[config.mk]
export PLATFORM = sky130hd
export DESIGN_NAME = logical_op_sequencer_flat
export DESIGN_NICKNAME = d
export VERILOG_FILES = /design/src/rtl/logical_op_sequencer_pkg.sv /design/src/rtl/logical_op_sequencer_if.sv /design/src/rtl/logical_op_sequencer_rom.sv /design/src/rtl/logical_op_sequencer.sv /design/src/flat_wrapper.sv
export SDC_FILE = /design/constraint.sdc
export NUM_CORES = 1
export LEC_CHECK = 0
export ABC_AREA = 1
export BUFFER_PORTS_ARGS = -buffer_cell sky130_fd_sc_hd__clkbuf_2
export CORE_MARGIN = 2
export CORE_UTILIZATION = 42
export CTS_CLUSTER_DIAMETER = 150
export DETAILED_ROUTE_END_ITERATION = 7
export GPL_ROUTABILITY_DRIVEN = 0
export PLACE_DENSITY = 0.59
export SYNTH_ARGS = -nofsm -noshare
export SYNTH_HDL_FRONTEND = slang
export SYNTH_HIERARCHICAL = 1
export SYNTH_SLANG_ARGS = --single-unit
[constraint.sdc]
create_clock -name clk -period 3.6 [get_ports clk]
set_input_delay 0.72 -clock clk [delete_from_list [all_inputs] [get_ports clk]]
set_output_delay 0.72 -clock clk [all_outputs]
set_load 0.05 [all_outputs]
[src/rtl/logical_op_sequencer_pkg.sv]
// Shared definitions for the logical-operator stimulus sequencer: opcodes,
// vector table, FSM state type and result helpers.
package logical_seq_pkg;

  localparam logic [1:0] OP_AND = 2'd0;
  localparam logic [1:0] OP_OR  = 2'd1;
  localparam logic [1:0] OP_NOT = 2'd2;

  localparam int unsigned NUM_VEC = 10;
  localparam int unsigned IDX_W   = 4;
  localparam logic [IDX_W-1:0] LAST_IDX = IDX_W'(NUM_VEC - 1);

  typedef struct packed {
    logic [1:0] op;
    logic [2:0] a;
    logic [2:0] b;
  } vec_entry_t;

  typedef enum logic [1:0] {
    S_IDLE,
    S_PRESENT,
    S_GAP,
    S_DONE
  } state_e;

  // Highest index first so VEC_TABLE[i] selects entry i.
  localparam vec_entry_t [NUM_VEC-1:0] VEC_TABLE = {
    {OP_NOT, 3'b100, 3'b000},
    {OP_NOT, 3'b011, 3'b000},
    {OP_NOT, 3'b000, 3'b000},
    {OP_OR,  3'b010, 3'b000},
    {OP_OR,  3'b000, 3'b100},
    {OP_OR,  3'b011, 3'b101},
    {OP_OR,  3'b000, 3'b000},
    {OP_AND, 3'b111, 3'b101},
    {OP_AND, 3'b011, 3'b101},
    {OP_AND, 3'b000, 3'b101}
  };

  function automatic logic logic_result(input vec_entry_t e);
    logic res;
    case (e.op)
      OP_AND:  res = (|e.a) && (|e.b);
      OP_OR:   res = (|e.a) || (|e.b);
      OP_NOT:  res = !(|e.a);
      default: res = 1'b0;
    endcase
    return res;
  endfunction

  function automatic logic is_group_first(input logic [IDX_W-1:0] i);
    logic first;
    if (i == '0) begin
      first = 1'b1;
    end else if (i > LAST_IDX) begin
      first = 1'b0;
    end else begin
      first = (VEC_TABLE[i].op != VEC_TABLE[i - 1'b1].op);
    end
    return first;
  endfunction

endpackage

[src/rtl/logical_op_sequencer_if.sv]
// Vector presentation bus between the sequencer and the downstream evaluator.
interface logical_op_sequencer_if #(
  parameter int unsigned W = 3
) ();
  logic         vld;
  logic         rdy;
  logic [1:0]   op;
  logic [W-1:0] a;
  logic [W-1:0] b;
  logic [W-1:0] exp_c;
  logic [3:0]   idx;
  logic         sec_start;

  modport master (
    output vld, op, a, b, exp_c, idx, sec_start,
    input  rdy
  );

  modport slave (
    input  vld, op, a, b, exp_c, idx, sec_start,
    output rdy
  );
endinterface

[src/rtl/logical_op_sequencer_rom.sv]
// Combinational lookup of a table vector: zero-extended operands, expected
// result and opcode-group start flag. Out-of-range indices read as zero.
module logical_vec_rom
  import logical_seq_pkg::*;
#(
  parameter int unsigned W = 3
) (
  input  logic [IDX_W-1:0] idx,
  output logic [1:0]       op,
  output logic [W-1:0]     a,
  output logic [W-1:0]     b,
  output logic [W-1:0]     exp_c,
  output logic             first
);

  vec_entry_t entry;

  always_comb begin
    entry = '0;
    if (idx <= LAST_IDX) begin
      entry = VEC_TABLE[idx];
    end
    op       = entry.op;
    a        = '0;
    a[2:0]   = entry.a;
    b        = '0;
    b[2:0]   = entry.b;
    exp_c    = '0;
    exp_c[0] = logic_result(entry);
    first    = is_group_first(idx);
  end

endmodule

[src/rtl/logical_op_sequencer.sv]
// Clocked stimulus sequencer: walks the vector table, presents each vector
// with a valid/ready handshake and inserts HOLD_CYCLES idle cycles between.
module logical_op_sequencer
  import logical_seq_pkg::*;
#(
  parameter int unsigned W           = 3,
  parameter int unsigned HOLD_CYCLES = 5
) (
  input  logic                   clk,
  input  logic                   rst,
  input  logic                   start,
  logical_op_sequencer_if.master bus,
  output logic                   busy,
  output logic                   done
);

  localparam int unsigned CNT_W = (HOLD_CYCLES < 1) ? 1 : $clog2(HOLD_CYCLES + 1);
  localparam logic [CNT_W-1:0] GAP_LAST =
    (HOLD_CYCLES == 0) ? '0 : CNT_W'(HOLD_CYCLES - 1);

  state_e           state_q, state_d;
  logic [IDX_W-1:0] idx_q, idx_d;
  logic [CNT_W-1:0] cnt_q, cnt_d;
  logic             vld_q, vld_d;
  logic [1:0]       op_q, op_d;
  logic [W-1:0]     a_q, a_d;
  logic [W-1:0]     b_q, b_d;
  logic [W-1:0]     exp_q, exp_d;
  logic             sec_q, sec_d;
  logic             busy_q, busy_d;
  logic             done_q, done_d;

  logic [IDX_W-1:0] rom_idx;
  logic [1:0]       rom_op;
  logic [W-1:0]     rom_a, rom_b, rom_exp;
  logic             rom_first;
  logic             load;

  // ROM is addressed with the index about to be presented so the vector
  // fields can be registered alongside vld.
  assign rom_idx = ((state_q == S_PRESENT) || (state_q == S_GAP)) ? idx_q + 1'b1 : '0;

  logical_vec_rom #(.W(W)) u_rom (
    .idx   (rom_idx),
    .op    (rom_op),
    .a     (rom_a),
    .b     (rom_b),
    .exp_c (rom_exp),
    .first (rom_first)
  );

  always_comb begin
    state_d = state_q;
    idx_d   = idx_q;
    cnt_d   = cnt_q;
    vld_d   = vld_q;
    op_d    = op_q;
    a_d     = a_q;
    b_d     = b_q;
    exp_d   = exp_q;
    sec_d   = sec_q;
    busy_d  = busy_q;
    done_d  = done_q;
    load    = 1'b0;

    case (state_q)
      S_IDLE, S_DONE: begin
        if (start) begin
          state_d = S_PRESENT;
          load    = 1'b1;
          busy_d  = 1'b1;
          done_d  = 1'b0;
        end
      end
      S_PRESENT: begin
        if (bus.rdy) begin
          if (idx_q == LAST_IDX) begin
            state_d = S_DONE;
            vld_d   = 1'b0;
            sec_d   = 1'b0;
            busy_d  = 1'b0;
            done_d  = 1'b1;
          end else if (HOLD_CYCLES == 0) begin
            load = 1'b1;
          end else begin
            state_d = S_GAP;
            vld_d   = 1'b0;
            sec_d   = 1'b0;
            cnt_d   = '0;
          end
        end
      end
      S_GAP: begin
        if (cnt_q == GAP_LAST) begin
          state_d = S_PRESENT;
          load    = 1'b1;
        end else begin
          cnt_d = cnt_q + 1'b1;
        end
      end
      default: state_d = S_IDLE;
    endcase

    if (load) begin
      idx_d = rom_idx;
      vld_d = 1'b1;
      op_d  = rom_op;
      a_d   = rom_a;
      b_d   = rom_b;
      exp_d = rom_exp;
      sec_d = rom_first;
    end
  end

  always_ff @(posedge clk) begin
    if (rst) begin
      state_q <= S_IDLE;
      idx_q   <= '0;
      cnt_q   <= '0;
      vld_q   <= 1'b0;
      op_q    <= '0;
      a_q     <= '0;
      b_q     <= '0;
      exp_q   <= '0;
      sec_q   <= 1'b0;
      busy_q  <= 1'b0;
      done_q  <= 1'b0;
    end else begin
      state_q <= state_d;
      idx_q   <= idx_d;
      cnt_q   <= cnt_d;
      vld_q   <= vld_d;
      op_q    <= op_d;
      a_q     <= a_d;
      b_q     <= b_d;
      exp_q   <= exp_d;
      sec_q   <= sec_d;
      busy_q  <= busy_d;
      done_q  <= done_d;
    end
  end

  assign bus.vld       = vld_q;
  assign bus.op        = op_q;
  assign bus.a         = a_q;
  assign bus.b         = b_q;
  assign bus.exp_c     = exp_q;
  assign bus.idx       = idx_q;
  assign bus.sec_start = sec_q;
  assign busy          = busy_q;
  assign done          = done_q;

endmodule
[src/flat_wrapper.sv]
// flat-port wrapper written by rule: the top's interface ports become plain ports
module logical_op_sequencer_flat import logical_seq_pkg::*;
#(
  parameter int unsigned W           = 3,
  parameter int unsigned HOLD_CYCLES = 5
)
  (clk, rst, start, busy, done, bus_vld, bus_op, bus_a, bus_b, bus_exp_c, bus_idx, bus_sec_start, bus_rdy);
  logical_op_sequencer_if #(.W(W)) bus_i ();
  input  logic clk;
  input  logic rst;
  input  logic start;
  output logic busy;
  output logic done;
  output wire logic [$bits(bus_i.vld)-1:0] bus_vld;
  output wire logic [$bits(bus_i.op)-1:0] bus_op;
  output wire logic [$bits(bus_i.a)-1:0] bus_a;
  output wire logic [$bits(bus_i.b)-1:0] bus_b;
  output wire logic [$bits(bus_i.exp_c)-1:0] bus_exp_c;
  output wire logic [$bits(bus_i.idx)-1:0] bus_idx;
  output wire logic [$bits(bus_i.sec_start)-1:0] bus_sec_start;
  input wire logic [$bits(bus_i.rdy)-1:0] bus_rdy;
  assign bus_vld = bus_i.vld;
  assign bus_op = bus_i.op;
  assign bus_a = bus_i.a;
  assign bus_b = bus_i.b;
  assign bus_exp_c = bus_i.exp_c;
  assign bus_idx = bus_i.idx;
  assign bus_sec_start = bus_i.sec_start;
  assign bus_i.rdy = bus_rdy;
  logical_op_sequencer #(.W(W), .HOLD_CYCLES(HOLD_CYCLES)) u_core (.clk(clk), .rst(rst), .start(start), .bus(bus_i), .busy(busy), .done(done));
endmodule
==> impl_metrics.yaml <==
finish:
  final_net_count: 255
  antenna_cells_inserted: 0
  layout.area.seq_sq_um: 480.5
  multi_input_comb_area_sq_um: 823.3
  final.fill_count: 373
  area_growth_pct: 11.17
  final_layout_size_suffix_gt1_frac: 0.1730
synthesis:
  main_combinational_cell_family_by_area_after_synthesis: "simple AND/OR/NAND/NOR gates"
  synth_seq_area_share: 0.3224
  yosys.cell_types.count: 30
  synth_seq_cells: 24
  synthesis.area_sq_mm: 0.001490
  ys.warnings.count: 6
  adder_cell_fraction_of_synth_area: 0.1092
  postSynthAreaPerCell_sq_um: 6.931
  post_synth_inst_count: 215
  post_synth_xor_area_fraction: 0.005877
  yosys-mux-area-fraction: 0
  synth_simple_gate_area_frac: 0.2779
  compound_gate_fraction_of_synth_area: 0.1520
placement:
  port_buffers: 22
  detailedPlacementHpwl_um: 2192
detailed_routing:
  vias: 1332
  routed_wirelength_um: 2928
  ant_nets: 0
  drtPass1Iterations: 4
  number_of_remaining_drc_errors: 0
  wl_per_cell_um: 10.35
  drtIter0Drc: 73
  route.detailed.vias_per_inst: 4.707
critical_path:
  crit_slowest_cell: "sky130_fd_sc_hd__nor2_1"
  cp_data_arrival_time_ns: 2.75
  max_stage_delay_ns: 0.38
  worst-path-buf-inv: 2
  critPathKind: "register to register"
  timing.critical_path.from: "u_core/state_q[0]"
  timing.critical_path.from_type: "register"
  worstSetupEndpointType: "register"
  required_ns: 3.87
  cpLargestDelayFamily: "simple AND/OR/NAND/NOR gates"
  critical_path.reg2reg.startpoint: "u_core/state_q[0]"
  worstPathMaxFanout: 7
  timing.critical_path.cells: "inv_1, ha_1, nor2_1, inv_1, ha_1, o21ai_2, nand2_1, nand2_2, nand2_1, nor2_1, nand2_1, a21oi_2, nor2_2, nor2_1"
clock_network:
  post_cts_hold_buffer_count: 0
  clkLatencyLatePin_ns: 0.32
  cts_repair_resize_count: 0
  cts_num_sinks: 24
  cts.path.max_buffers: 2
  cts-buffers-inserted: 3
  h-tree-depth: 1
  cts.root.buffer_cell: "sky130_fd_sc_hd__clkbuf_4"
  cts_tree: "yes"
  post-cts-setup-buffer-count: 0
  clk_transition_reported_paths_ns: 0.14
global_route:
  grt_start_max_net_pins: 20
  gr-total-overflow: 0
  via_count_of_the_first_global_routing_pass: 1185
  grt_pass1_wl_um: 5161
  antenna_found_initial: 0
  grt_use_total: 0.1586
sta:
  finalCritPeriodShare: 0.6899
  clock-skew-final_ns: 0.004516
  final-setup-viol-count: 0
  max_freq_ghz: 0.4026
  setup-tns-final_ns: 0
  slew_viol_final: 0
  rsz0062_at_grt: "false"
  report.final.hold_viol_count: 0
  min_period_ns: 2.484
die:
  dieArea_sq_mm: 0.004041
  design.portCount: 23
  die_h_um: 63.57
  core-area_sq_mm: 0.003363
  starting_density: 0.4431
  fp-row-count: 21
  die_width_um: 63.57
min_path:
  min-delay-start: "u_core/busy"
  hp-class: "register to register"
run:
  drv_cap: 0
run_status:
  status: "complete, no violations"
-- registers in the layout (all words and copies together) (netlist names) --
name	cells
u_core/bus.idx	4
u_core/bus.a	3
u_core/bus.b	3
u_core/bus.exp_c	3
u_core/cnt_q	3
u_core/bus.op	2
u_core/state_q	2
u_core/bus.sec_start	1
u_core/bus.vld	1
u_core/busy	1
u_core/done	1
-- Yosys cell counts --
library cell	number	area, sq um
sky130_fd_sc_hd__a21oi_1	12	60.06
sky130_fd_sc_hd__nor2_2	3	18.77
sky130_fd_sc_hd__o211ai_1	1	7.510
sky130_fd_sc_hd__nand2_4	1	11.26
sky130_fd_sc_hd__nand3_1	11	55.05
sky130_fd_sc_hd__buf_12	1	20.02
sky130_fd_sc_hd__nor2_1	40	150.1
sky130_fd_sc_hd__o21ai_0	19	95.09
sky130_fd_sc_hd__xnor2_1	1	8.760
sky130_fd_sc_hd__o21bai_1	1	7.510
sky130_fd_sc_hd__ha_1	13	162.7
sky130_fd_sc_hd__nand2_1	35	131.4
sky130_fd_sc_hd__o31ai_1	1	7.510
sky130_fd_sc_hd__buf_6	2	22.52
sky130_fd_sc_hd__or2_1	1	6.260
sky130_fd_sc_hd__inv_1	28	105.1
sky130_fd_sc_hd__nand3_2	1	10.01
sky130_fd_sc_hd__buf_4	3	22.52
sky130_fd_sc_hd__o21ai_1	3	15.01
sky130_fd_sc_hd__o21ai_2	1	8.760
sky130_fd_sc_hd__inv_6	1	8.760
sky130_fd_sc_hd__dfxtp_1	24	480.5
sky130_fd_sc_hd__nand4_1	2	12.51
sky130_fd_sc_hd__nand4_2	1	12.51
sky130_fd_sc_hd__a21oi_2	2	17.52
sky130_fd_sc_hd__clkbuf_1	1	3.750
sky130_fd_sc_hd__conb_1	1	3.750
sky130_fd_sc_hd__inv_2	3	11.26
sky130_fd_sc_hd__nand2_2	1	6.260
sky130_fd_sc_hd__a21boi_1	1	7.510
-- worst reg2reg max path, delay by kind of cell, from the launching register on --
family	cells	cell delay, ns
AO/OA/AOI/OAI	2	0.31
AND/OR/NAND/NOR	8	0.90
buffers and inverters	2	0.23
adder cells (fa/ha/maj)	2	0.62
flip-flops	1	0.37
-- metal layers --
layer	GRT usage	wire, um
met4	0.07337	43
met3	0.02500	123
met2	0.2566	1344
met1	0.2062	1417
met5	0	0
-- placed cells by master (no fill, tap or decap), types with 2 or more instances in the layout --
master	count
sky130_fd_sc_hd__clkbuf_2	22
sky130_fd_sc_hd__inv_1	28
sky130_fd_sc_hd__nand2_1	35
sky130_fd_sc_hd__inv_2	3
sky130_fd_sc_hd__dfxtp_1	24
sky130_fd_sc_hd__ha_1	13
sky130_fd_sc_hd__o21ai_1	3
sky130_fd_sc_hd__o21ai_0	19
sky130_fd_sc_hd__nor2_1	40
sky130_fd_sc_hd__nand3_1	11
sky130_fd_sc_hd__nor2_2	3
sky130_fd_sc_hd__a21oi_2	2
sky130_fd_sc_hd__clkbuf_4	3
sky130_fd_sc_hd__a21oi_1	12
sky130_fd_sc_hd__conb_1	3
sky130_fd_sc_hd__nand4_1	2
-- kinds of logic after synthesis --
logic type | count (synthesis)
compound gates | 41
buf+inv | 39
simple gates | 96
other cells | 1
xor+xnor | 1
fa+ha+maj | 13
flops | 24
-- layout make-up --
cell class | count | area share
Multi-Input combinational cell | 154 | 0.4970
Sequential cell | 24 | 0.2900
Inverter | 32 | 0.07553
Timing Repair Buffer | 23 | 0.07100
Tap cell | 46 | 0.03474
Clock inverter | 1 | 0.01813
Clock buffer | 3 | 0.01360
-- worst paths after layout --
kind | endpoint | slack, ns | cells past startpoint
worst max-delay path | u_core/bus.exp_c[0] | 1.12 | 14
worst min-delay path | u_core/busy | 0.45 | 2
worst max register to register | u_core/bus.exp_c[0] | 1.12 | 14
worst min register to register | u_core/busy | 0.45 | 2
-- per-stage QoR --
step | cell area (sq um) | cells | worst slack, ns | util | hold slack, ns
final | 1657 | 283 | 1.116 | 0.4926 | 0.4508
after floorplan | 1498 | 217 | 1.062 | - | 0.4516
after global placement | 1604 | 279 | 1.201 | 0.4769 | 0.4388
after detailed placement | 1604 | 279 | 1.134 | 0.4769 | 0.4399
after CTS | 1657 | 283 | 1.097 | 0.4926 | 0.4593
after global routing | 1657 | 283 | 0.8641 | 0.4926 | 0.4847
Power is left out: the tool's default activity adds up to more than one toggle a clock period on the data nets, which glitch-free logic cannot reach.
